===== src/rtl/stack_ctrl.sv =====
// ---------------------------------------------------------------------------
// stack_ctrl -- call/return sequencer for an external return-address stack.
//
// A call in IDLE pushes the return address (pc+1) and loads the target into
// the fetch unit one cycle later. A return pops the stack, waits one cycle
// for the stack read data, then loads it into the fetch unit (3 cycles from
// request to pc_load). Overflow or underflow latches a sticky error flag
// and parks the FSM in ERR until reset.
//
// Optional feature macro: STACK_CTRL_IRQ_EN
//   Adds irq/irq_vec. An interrupt in IDLE outranks call and ret and runs
//   the call sequence, pushing pc itself (not pc+1) and jumping to irq_vec.
//
// Handshake: call/ret (and irq) are level requests sampled only while busy=0.
//   A request seen while busy=1 is dropped, not queued; the requester must
//   hold or re-assert it. stk_push/stk_pop/pc_load are one-cycle strobes.
//
// Ports:
//   clk, rst        clock, synchronous active-high reset
//   call, pc, target  call request, current PC, call destination
//   ret             return request
//   irq, irq_vec    interrupt request and vector (STACK_CTRL_IRQ_EN only)
//   stk_push, stk_pop, stk_addr_in   return-stack controls and push data
//   stk_addr_out    return-stack pop data, valid the cycle after stk_pop
//   next_pc, pc_load  fetch-unit load address and strobe
//   busy, full, empty, depth          status
//   ovf_err, unf_err                  sticky error flags
//   dbg_state       current FSM state encoding
// ---------------------------------------------------------------------------
module stack_ctrl #(
  parameter int AW    = 12,
  parameter int DEPTH = 8
) (
  input  logic                     clk,
  input  logic                     rst,
  input  logic                     call,
  input  logic [AW-1:0]            pc,
  input  logic [AW-1:0]            target,
  input  logic                     ret,
`ifdef STACK_CTRL_IRQ_EN
  input  logic                     irq,
  input  logic [AW-1:0]            irq_vec,
`endif
  output logic                     stk_push,
  output logic                     stk_pop,
  output logic [AW-1:0]            stk_addr_in,
  input  logic [AW-1:0]            stk_addr_out,
  output logic [AW-1:0]            next_pc,
  output logic                     pc_load,
  output logic                     busy,
  output logic                     full,
  output logic                     empty,
  output logic [$clog2(DEPTH):0]   depth,
  output logic                     ovf_err,
  output logic                     unf_err,
  output logic [2:0]               dbg_state
);

  localparam int DW = $clog2(DEPTH) + 1;

  typedef enum logic [2:0] {
    S_IDLE  = 3'd0,
    S_CALL  = 3'd1,
    S_POP   = 3'd2,
    S_RLOAD = 3'd3,
    S_ERR   = 3'd4
  } state_t;

  state_t          r_state;
  logic [DW-1:0]   r_depth;
  logic [AW-1:0]   r_next_pc;
  logic [AW-1:0]   r_addr_in;
  logic            r_push;
  logic            r_pop;
  logic            r_pc_load;
  logic            r_ovf;
  logic            r_unf;

  logic            w_full;
  logic            w_empty;
  logic [AW-1:0]   w_pc_inc;
  logic            w_take_call;
  logic [AW-1:0]   w_push_addr;
  logic [AW-1:0]   w_dest;

  assign w_full   = (r_depth == DW'(DEPTH));
  assign w_empty  = (r_depth == '0);
  // Wraps naturally at 2^AW, so the all-ones PC returns to address 0.
  assign w_pc_inc = pc + {{(AW-1){1'b0}}, 1'b1};

  // Anything that runs the push sequence, plus what it pushes and where it jumps.
`ifdef STACK_CTRL_IRQ_EN
  assign w_take_call = irq | call;
  assign w_push_addr = irq ? pc : w_pc_inc;
  assign w_dest      = irq ? irq_vec : target;
`else
  assign w_take_call = call;
  assign w_push_addr = w_pc_inc;
  assign w_dest      = target;
`endif

  // Strobes are registered on the edge that enters CALL/POP/IDLE-from-RLOAD,
  // so they are visible for exactly the cycle spent in that state.
  always_ff @(posedge clk) begin
    if (rst) begin
      r_state   <= S_IDLE;
      r_depth   <= '0;
      r_next_pc <= '0;
      r_addr_in <= '0;
      r_push    <= 1'b0;
      r_pop     <= 1'b0;
      r_pc_load <= 1'b0;
      r_ovf     <= 1'b0;
      r_unf     <= 1'b0;
    end else begin
      r_push    <= 1'b0;
      r_pop     <= 1'b0;
      r_pc_load <= 1'b0;
      case (r_state)
        S_IDLE: begin
          // Call outranks ret; a simultaneous ret is dropped.
          if (w_take_call) begin
            if (w_full) begin
              r_ovf   <= 1'b1;
              r_state <= S_ERR;
            end else begin
              r_push    <= 1'b1;
              r_addr_in <= w_push_addr;
              r_next_pc <= w_dest;
              r_pc_load <= 1'b1;
              r_depth   <= r_depth + 1'b1;
              r_state   <= S_CALL;
            end
          end else if (ret) begin
            if (w_empty) begin
              r_unf   <= 1'b1;
              r_state <= S_ERR;
            end else begin
              r_pop   <= 1'b1;
              r_depth <= r_depth - 1'b1;
              r_state <= S_POP;
            end
          end
        end
        S_CALL:  r_state <= S_IDLE;
        // Stack read data lands during RLOAD, one cycle after the pop strobe.
        S_POP:   r_state <= S_RLOAD;
        S_RLOAD: begin
          r_next_pc <= stk_addr_out;
          r_pc_load <= 1'b1;
          r_state   <= S_IDLE;
        end
        S_ERR:   r_state <= S_ERR;
        default: r_state <= S_IDLE;
      endcase
    end
  end

  assign stk_push    = r_push;
  assign stk_pop     = r_pop;
  assign stk_addr_in = r_addr_in;
  assign next_pc     = r_next_pc;
  assign pc_load     = r_pc_load;
  assign busy        = (r_state != S_IDLE);
  assign full        = w_full;
  assign empty       = w_empty;
  assign depth       = r_depth;
  assign ovf_err     = r_ovf;
  assign unf_err     = r_unf;
  assign dbg_state   = r_state;

endmodule


===== config.mk =====
export PLATFORM = sky130hd
export DESIGN_NAME = stack_ctrl
export DESIGN_NICKNAME = d
export VERILOG_FILES = /design/src/rtl/stack_ctrl.sv
export SDC_FILE = /design/constraint.sdc
export NUM_CORES = 1
export LEC_CHECK = 0
export ABC_CLOCK_PERIOD_IN_PS = 2640
export BUFFER_PORTS_ARGS = -buffer_cell sky130_fd_sc_hd__buf_2
export CAP_MARGIN = 10
export CORE_MARGIN = 2
export CORE_UTILIZATION = 30
export CTS_CLUSTER_DIAMETER = 200
export DETAILED_ROUTE_END_ITERATION = 12
export PLACE_DENSITY = 0.63
export SETUP_SLACK_MARGIN = 0.2
export SYNTH_ARGS = -nofsm -noshare
export SYNTH_HDL_FRONTEND = slang
export SYNTH_SLANG_ARGS = --single-unit
export TNS_END_PERCENT = 1

===== constraint.sdc =====
create_clock -name clk -period 2.64 [get_ports clk]
set_input_delay 0.396 -clock clk [delete_from_list [all_inputs] [get_ports clk]]
set_output_delay 0.396 -clock clk [all_outputs]
set_load 0.02 [all_outputs]

== After elaboration in Yosys (flattened, before gate mapping) ==
Index checks and enable logic that the tools add are counted.
Operators by class
  $add $sub $neg: 3
  eq/ne operators: 9
  muxes and demuxes: 16
  bitwise gates (word level): 4
  reduce and logical (&&, ||, !) cells: 12
Operator list (count)
  12-bit two-way mux: 2
  12-bit one-hot mux with 2 select lines: 1
  4-bit two-way mux: 4
  12-bit by 1-bit adder with 12-bit output, second input constant: 1
  3-bit two-way mux: 4
  3-bit one-hot mux with 3 select lines: 1
  3-bit AND reduction: 3
  2-bit != test, second input constant: 4
  4-bit AND reduction: 2
  3-bit by 2-bit == test with 1-bit output, second input constant: 2
  4-bit by 1-bit adder with 4-bit output, second input constant: 1
  4-bit == test, second input constant: 1
  4-bit logical NOT: 1
  1-bit NOT: 4
  2-bit nonzero test: 2
  4-bit OR reduction: 1
  4-bit by 1-bit subtractor with 4-bit output, second input constant: 1
  3-bit == test, second input constant: 1
  3-bit logical NOT: 1
  1-bit two-way mux: 3
  3-bit != test, second input constant: 1
  3-bit nonzero test: 1
  1-bit one-hot mux with 2 select lines: 1
  2-bit OR reduction: 1
Word-level totals
  register bits: 36
  output and inout bits: 39
  word-level logic and storage cells: 53

== Logic depth before layout (Yosys ltp) ==
Gate-level depths: netlist of run 1.
  depth in word-level cells: 5
  depth in mapped cells: 7
  gate-level depth less buffers: 6

== Least setup slack after synthesis of run 1 ==
Ideal clock, no wire load.
  path kind: register -> register
  from: register r_depth[0], in the netlist depth[0]
  to: register r_depth[3], in the netlist depth[3]
  library setup time: 121 ps
  arrival: 1886 ps
  data required time: 2519 ps
  slack: 633 ps
  cell stages (with the launch flop): 5
  buffers on the path: 0
  clock period less this slack: 2007 ps
  cells stage by stage: dfxtp_1 -> nor4_2 -> o22ai_1 -> o211ai_2 -> mux2_2
Between the ends
  elaborated cells on any way between the ends: 11
  classes of those cells: add/sub: 2; eq/ne: 3; mux: 4; reduce/logical: 2
RTL lines
  start, declared: line 70  | logic [DW-1:0] r_depth;
  start signal, assigned: line 131  | r_depth <= r_depth + 1'b1;
  start signal, assigned: line 140  | r_depth <= r_depth - 1'b1;
  4-bit logical NOT: line 87  | assign w_empty = (r_depth == '0);
  via empty: line 52  | output logic empty,
  2-bit != test (no line)
  4-bit AND reduction (no line)
The timed path passes the listed nets, and every way through them passes these cells. The select of a mux whose other input is x is not followed.
A chain may end at the register's enable or synchronous reset.

== Worst setup path in the final report of run 1 ==
  from: register r_state[2], in the netlist dbg_state[2]
  to: register r_addr_in[2], in the netlist stk_addr_in[2]
Between the ends
  cells in the longest elaborated chain, start to end: 2
RTL lines
  start, declared: line 69  | state_t r_state;
  start signal, assigned: line 106  | r_state <= S_IDLE;
  start signal, assigned: line 125  | r_state <= S_ERR;
  start signal, assigned: line 132  | r_state <= S_CALL;
  3-bit logical NOT: line 119  | case (r_state)
  3-bit AND reduction (no line)
  end signal, assigned: line 128  | r_addr_in <= w_push_addr;
  end, declared: line 72  | logic [AW-1:0] r_addr_in;
No other way between the ends.

==> impl_metrics.toml, run 1 <==
[run_status]
status = "finished clean"

[critical_path]
reg2reg_slack_ns = 0.65
worst_path_largest_cell_delay_ns = 0.52
critPathMaxFanout = 24
crit_type = "register to register"
end_kind = "register"
crit_path_frequent_cell = "nor3_4"
cp_cell_sequence = "nor3_4 -> inv_2 -> nor3_4 -> buf_12 -> nor2_1 -> a211oi_2"
cp.required_ns = 2.84
crit_arrival_ns = 2.18
startpoint_type = "register"
critPathSlowestCell = "nor3_4"

[clock_network]
cts_sinks = 36
cts_setup_buffers = 0
cts-buffers-inserted = 5
cts-resized-gates = 0
h-tree-depth = 2
cts_tree = "done"
hold_buffers = 0
cts_buffer_depth = 2
clock_latency_ns = 0.28
clk_pin_slew_worst_paths_ns = 0.07
cts_root_buf = "clkbuf_8"

[sta]
tightest_slew_ns = 0.624
fin_crit_ns = 1.99
max_freq_ghz = 0.503
slew_violations = 0
skew_ns = 0.00908
timing.hold.ws_ns = 0.341
fin_tns_setup_ns = 0
finalCritPeriodShare_pct = 75.3
max_slew_margin_pct = 57.8
setup_violations = 0
finalHoldViolCount = 0
grt_setup_unrepaired = "no"

[floorplanning]
core_sq_um = 5540
initial_utilization_pct = 31.3
io_pins = 79
rows = 27
die_w_um = 80.0
die_height_um = 80.0
die-area_sq_um = 6400

[layout]
fillers = 573
area_growth_pct = 31.4
final_cells = 342
stdcell_area_sq_um = 2280
diodes = 0
final_common_cell = "buf_2"
most-common-layout-cells = "78 x buf_2, 36 x dfxtp_1, 23 x nor2_1"
drive_gt1_share_pct = 39.6
layout.nets = 313

[global_routing]
use_met3_pct = 3.73
grtUsageTotal_pct = 13.7
met2_usage_pct = 22.3
antenna_found_initial = 0
grtUsageMet1_pct = 17.7
overflow = 0
busiest_layer = "met2"
grt_max_degree = 25
grt_pass1_vias = 1505
grt_pass1_wl_um = 6890

[placed_design]
dpl.cell_count = 334
dp_hpwl_um = 3100
numPortBuffers = 78
gp_congestion = 0.810
placed_area_sq_um = 2190

[logic_synthesis]
yosysTopAreaCellShare_pct = 41.6
syn_inst = 191
seq_area_frac_synth_pct = 41.6
ys_seq_elements = 36
syn-num-nets = 235
ys_types = 41
ys_top_cells_by_area = "dfxtp_1 42%, a211oi_2 7.9%, a21oi_1 5.8%"
synth_edf_count = 0
async_flop_share_pct = 0
avgSynthCellArea_sq_um = 9.07
netlist_area_sq_um = 1730
ys.flop_type = "dfxtp_1"
yosysWarnings = 0
synth_top_area_cell = "dfxtp_1"

[drt]
drt-initial-drc-count = 57
drtAntennaViolNets = 0
post_drt_via_cell_ratio = 4.83
first_pass_iters = 4
drt-total-wl_um = 4190
via_count = 1652
wire_per_inst_um = 12.3
drc_errors = 0

[min_path]
hp-class = "input port to register"

[power_and_ir_drop]
ir_worst_vdd_mv = 0.705
p_leak_nw = 0.991
power_density_nw_per_um2 = 1220

[flow_run]
drv_cap = 0
==> cell type report <==
type                            count  area, sq um  area share, %
Multi-Input combinational cell    141          933           41.0
Inverter                            4         16.3          0.715
Clock buffer                        8         90.1           3.96
Tap cell                           72         90.1           3.96
Timing Repair Buffer               81          425           18.7
Sequential cell                    36          721           31.7
==> worst paths after layout <==
kind / start / endpoint / depth (start not counted)
max: dbg_state[2] / stk_addr_in[2] / 6
min: pc[0] / stk_addr_in[0] / 2
max reg2reg: dbg_state[2] / stk_addr_in[2] / 6
min reg2reg: next_pc[9] / next_pc[9] / 2
==> critical path: cells and delay by family, from the launching register on <==
family	cells	cell delay (ns)
compound gates	1	0.18
buf+inv	2	0.39
flops	1	0.39
simple gates	3	0.93
==> power by group <==
| part | switching (mW) | total, mW | internal [mW] |
|---|---|---|---|
| clock | 0.183 | 0.396 | 0.213 |
| combinational | 0.900 | 1.46 | 0.563 |
| sequential | 0.165 | 0.908 | 0.743 |
| total | 1.25 | 2.77 | 1.52 |
==> state kept, by name, indices dropped and copies added (netlist names) <==
register     count
depth            4
unf_err          1
stk_addr_in     12
dbg_state        3
pc_load          1
next_pc         12
stk_pop          1
ovf_err          1
stk_push         1
==> cells in the mapped netlist (2+ instances only) <==
master    instances
dfxtp_1          36
nor2_1           23
nand2_1          21
a21oi_1          20
a211oi_2         11
a22oi_1          11
xnor2_1           9
nand3_1           7
nor3_1            4
o21ai_0           4
clkbuf_1          3
ha_1              3
xor2_1            3
a31oi_1           2
and3_1            2
buf_1             2
buf_4             2
buf_6             2
inv_1             2
nor3_4            2
nor4_1            2
==> through the flow <==
step / utilization, % / setup WS [ns] / power, mW
after floorplan: - / 0.633 / 1.97
after global placement: 39.5 / 0.688 / 2.38
after detailed placement: 39.5 / 0.615 / 2.40
after CTS: 41.1 / 0.632 / 2.81
after global routing: 41.1 / 0.467 / 3.00
final: 41.1 / 0.651 / 2.77
==> metal layers <==
layer	up-vias	wire length [um]	share of wire, %
met4	0	15	0.36
met5	-	0	0
met2	48	1990	47
li1	835	-	-
met3	2	211	5.0
met1	767	1980	47
==> cells by family (layout without fill, tap and decap cells) <==
logic type                 Yosys count  count (layout)  share of synthesized area, %
adders and majority gates            4               4                          3.32
and+or+nand+nor                     70              70                          20.4
muxes                                1               1                         0.650
DFF                                 36              36                          41.6
xor gates and xnor gates            12              12                          6.07
AOI/OAI and AO/OA                   54              54                          23.4
buffers and inverters               14              93                          4.48
(Power assumes the default switching activity.)
==> run 2: changes to the inputs <==
--- a/config.mk
+++ b/config.mk
@@ -5,14 +5,14 @@
 export SDC_FILE = /design/constraint.sdc
 export NUM_CORES = 1
 export LEC_CHECK = 0
-export ABC_CLOCK_PERIOD_IN_PS = 2640
+export ABC_CLOCK_PERIOD_IN_PS = 1680
 export BUFFER_PORTS_ARGS = -buffer_cell sky130_fd_sc_hd__buf_2
 export CAP_MARGIN = 10
 export CORE_MARGIN = 2
 export CORE_UTILIZATION = 30
 export CTS_CLUSTER_DIAMETER = 200
 export DETAILED_ROUTE_END_ITERATION = 12
-export PLACE_DENSITY = 0.63
+export PLACE_DENSITY = 0.65
 export SETUP_SLACK_MARGIN = 0.2
 export SYNTH_ARGS = -nofsm -noshare
 export SYNTH_HDL_FRONTEND = slang
==> constraint.sdc (replaced) <==
create_clock -name clk -period 1.68 [get_ports clk]
set_input_delay 0.252 -clock clk [delete_from_list [all_inputs] [get_ports clk]]
set_output_delay 0.252 -clock clk [all_outputs]
set_load 0.02 [all_outputs]
==> run 2 against run 1 <==
The run now ends with negative setup slack left. Register-to-register slack got worse by 0.63 ns. Setup slack got worse by 0.70 ns. Wire length rose by 12%. Final area up 15%. Count of clock-buffer cells in the layout did not move. Sequential power up 53%. Via count up 7.6%. Sequential share of layout area is 3.7 points lower. Core utilization rose by 6.2 points. Sequential cell count is the same. Largest power group unchanged.
==> impl_metrics.toml, run 2 (same netlist as run 1, synthesis figures left out) <==
[run_status]
status = "finished with violations"
violations = "negative setup slack"

[floorplanning]
io_pins = 79
die_height_um = 80.0
rows = 27
die-area_sq_um = 6400
die_w_um = 80.0
core_sq_um = 5540
initial_utilization_pct = 31.3

[critical_path]
critPathMaxFanout = 3
startpoint_type = "register"
crit_type = "register to output pin"
reg2reg_slack_ns = 0.02
worst_path_largest_cell_delay_ns = 0.56
end_kind = "output pin"
cp.required_ns = 1.43
crit_arrival_ns = 1.47
cp_cell_sequence = "or4b_4 -> clkinv_4 -> buf_6 -> buf_6"
crit_path_frequent_cell = "buf_6"
critPathSlowestCell = "or4b_4"

[sta]
max_freq_ghz = 0.580
finalHoldViolCount = 0
finalCritPeriodShare_pct = 103
fin_crit_ns = 1.72
slew_violations = 0
grt_setup_unrepaired = "yes"
setup_ws_ns = -0.0445
setup_violations = 1
max_slew_margin_pct = 61.4
tightest_slew_ns = 0.578
skew_ns = 0.00638

[layout]
area_growth_pct = 51.2
most-common-layout-cells = "75 x buf_2, 30 x dfxtp_1, 21 x nand2_1"
layout.nets = 336
diodes = 0
final_cells = 365
drive_gt1_share_pct = 50.9
fillers = 549
final_common_cell = "buf_2"

[placed_design]
dpl.cell_count = 351
dpl_worst_slack_ns = -0.336
numPortBuffers = 78
gp_congestion = 0.731
dp_hpwl_um = 3370

[clock_network]
cts-buffers-inserted = 5
cts_root_buf = "clkbuf_8"
cts_tree = "done"
clock_latency_ns = 0.28
h-tree-depth = 2
cts_buffer_depth = 2
cts_sinks = 36
clk_pin_slew_worst_paths_ns = 0.07
hold_buffers = 0

[power_and_ir_drop]
finalPower_mw = 5.25
power_density_nw_per_um2 = 2010
p_leak_nw = 1.15
ir_worst_vdd_mv = 1.07

[drt]
drc_errors = 0
drtAntennaViolNets = 0
via_count = 1778
post_drt_via_cell_ratio = 4.87
first_pass_iters = 4
wire_per_inst_um = 12.9
drt-total-wl_um = 4700
drt-initial-drc-count = 58

[global_routing]
antenna_found_initial = 0
grt_pass1_vias = 1664
grtUsageTotal_pct = 15.5
overflow = 0
grt_pass1_wl_um = 7670
grt_max_degree = 23

[flow_run]
drv_cap = 0

[min_path]
hp-class = "input port to register"
[run 2: final cells by class]
cell class              instances  area [sq um]  area share, %
clock buffers                   8           100           3.82
well taps                      72          90.1           3.44
repair buffers                103           641           24.5
multi-input cells             142          1030           39.5
inverters                       4          20.0          0.764
flip-flops and latches         36           733           28.0
[run 2: layer usage]
metal / vias to the layer above / wire length [um] / GRT usage, %
met3: 4 / 337 / 4.52
li1: 885 / - / -
met2: 69 / 2060 / 23.4
met1: 820 / 2270 / 20.8
met5: - / 0 / 0
met4: 0 / 31 / 5.76
[run 2: final timing paths]
check	startpoint	to	cells past startpoint
setup / recovery	depth[2]	full	4
hold / removal	pc[0]	stk_addr_in[0]	2
setup reg to reg	depth[2]	depth[3]	6
hold reg to reg	next_pc[8]	next_pc[8]	2
[run 2: critical path: cells and delay by family (launching register included)]
kind	cells	cell delay (ns)
flops	1	0.32
buf+inv	3	0.30
simple gates	1	0.56
[run 2: power breakdown]
part / internal (mW) / switching [mW]
Clock: 0.374 / 0.288
Sequential: 1.19 / 0.193
Combinational: 1.44 / 1.77
Total: 3.00 / 2.25
[run 2: repair_timing]
item	in CTS	in global routing
setup buffers	3	2
resized for setup	16	13
pin swaps	31	13
endpoints found under the setup margin	32	32
cloned	1	0
[run 2: metrics by stage]
stage          TNS [ns]  hold WS (ns)  util, %  instance area (sq um)
3_3_place_gp      -4.78         0.442     42.7                   2370
3_5_place_dp      -6.08         0.446     42.7                   2370
5_1_grt          -0.376         0.200     47.3                   2620
2_1_floorplan         0         0.344        -                   1770
4_1_cts         -0.0517         0.192     46.2                   2560
6_report        -0.0445         0.203     47.3                   2620
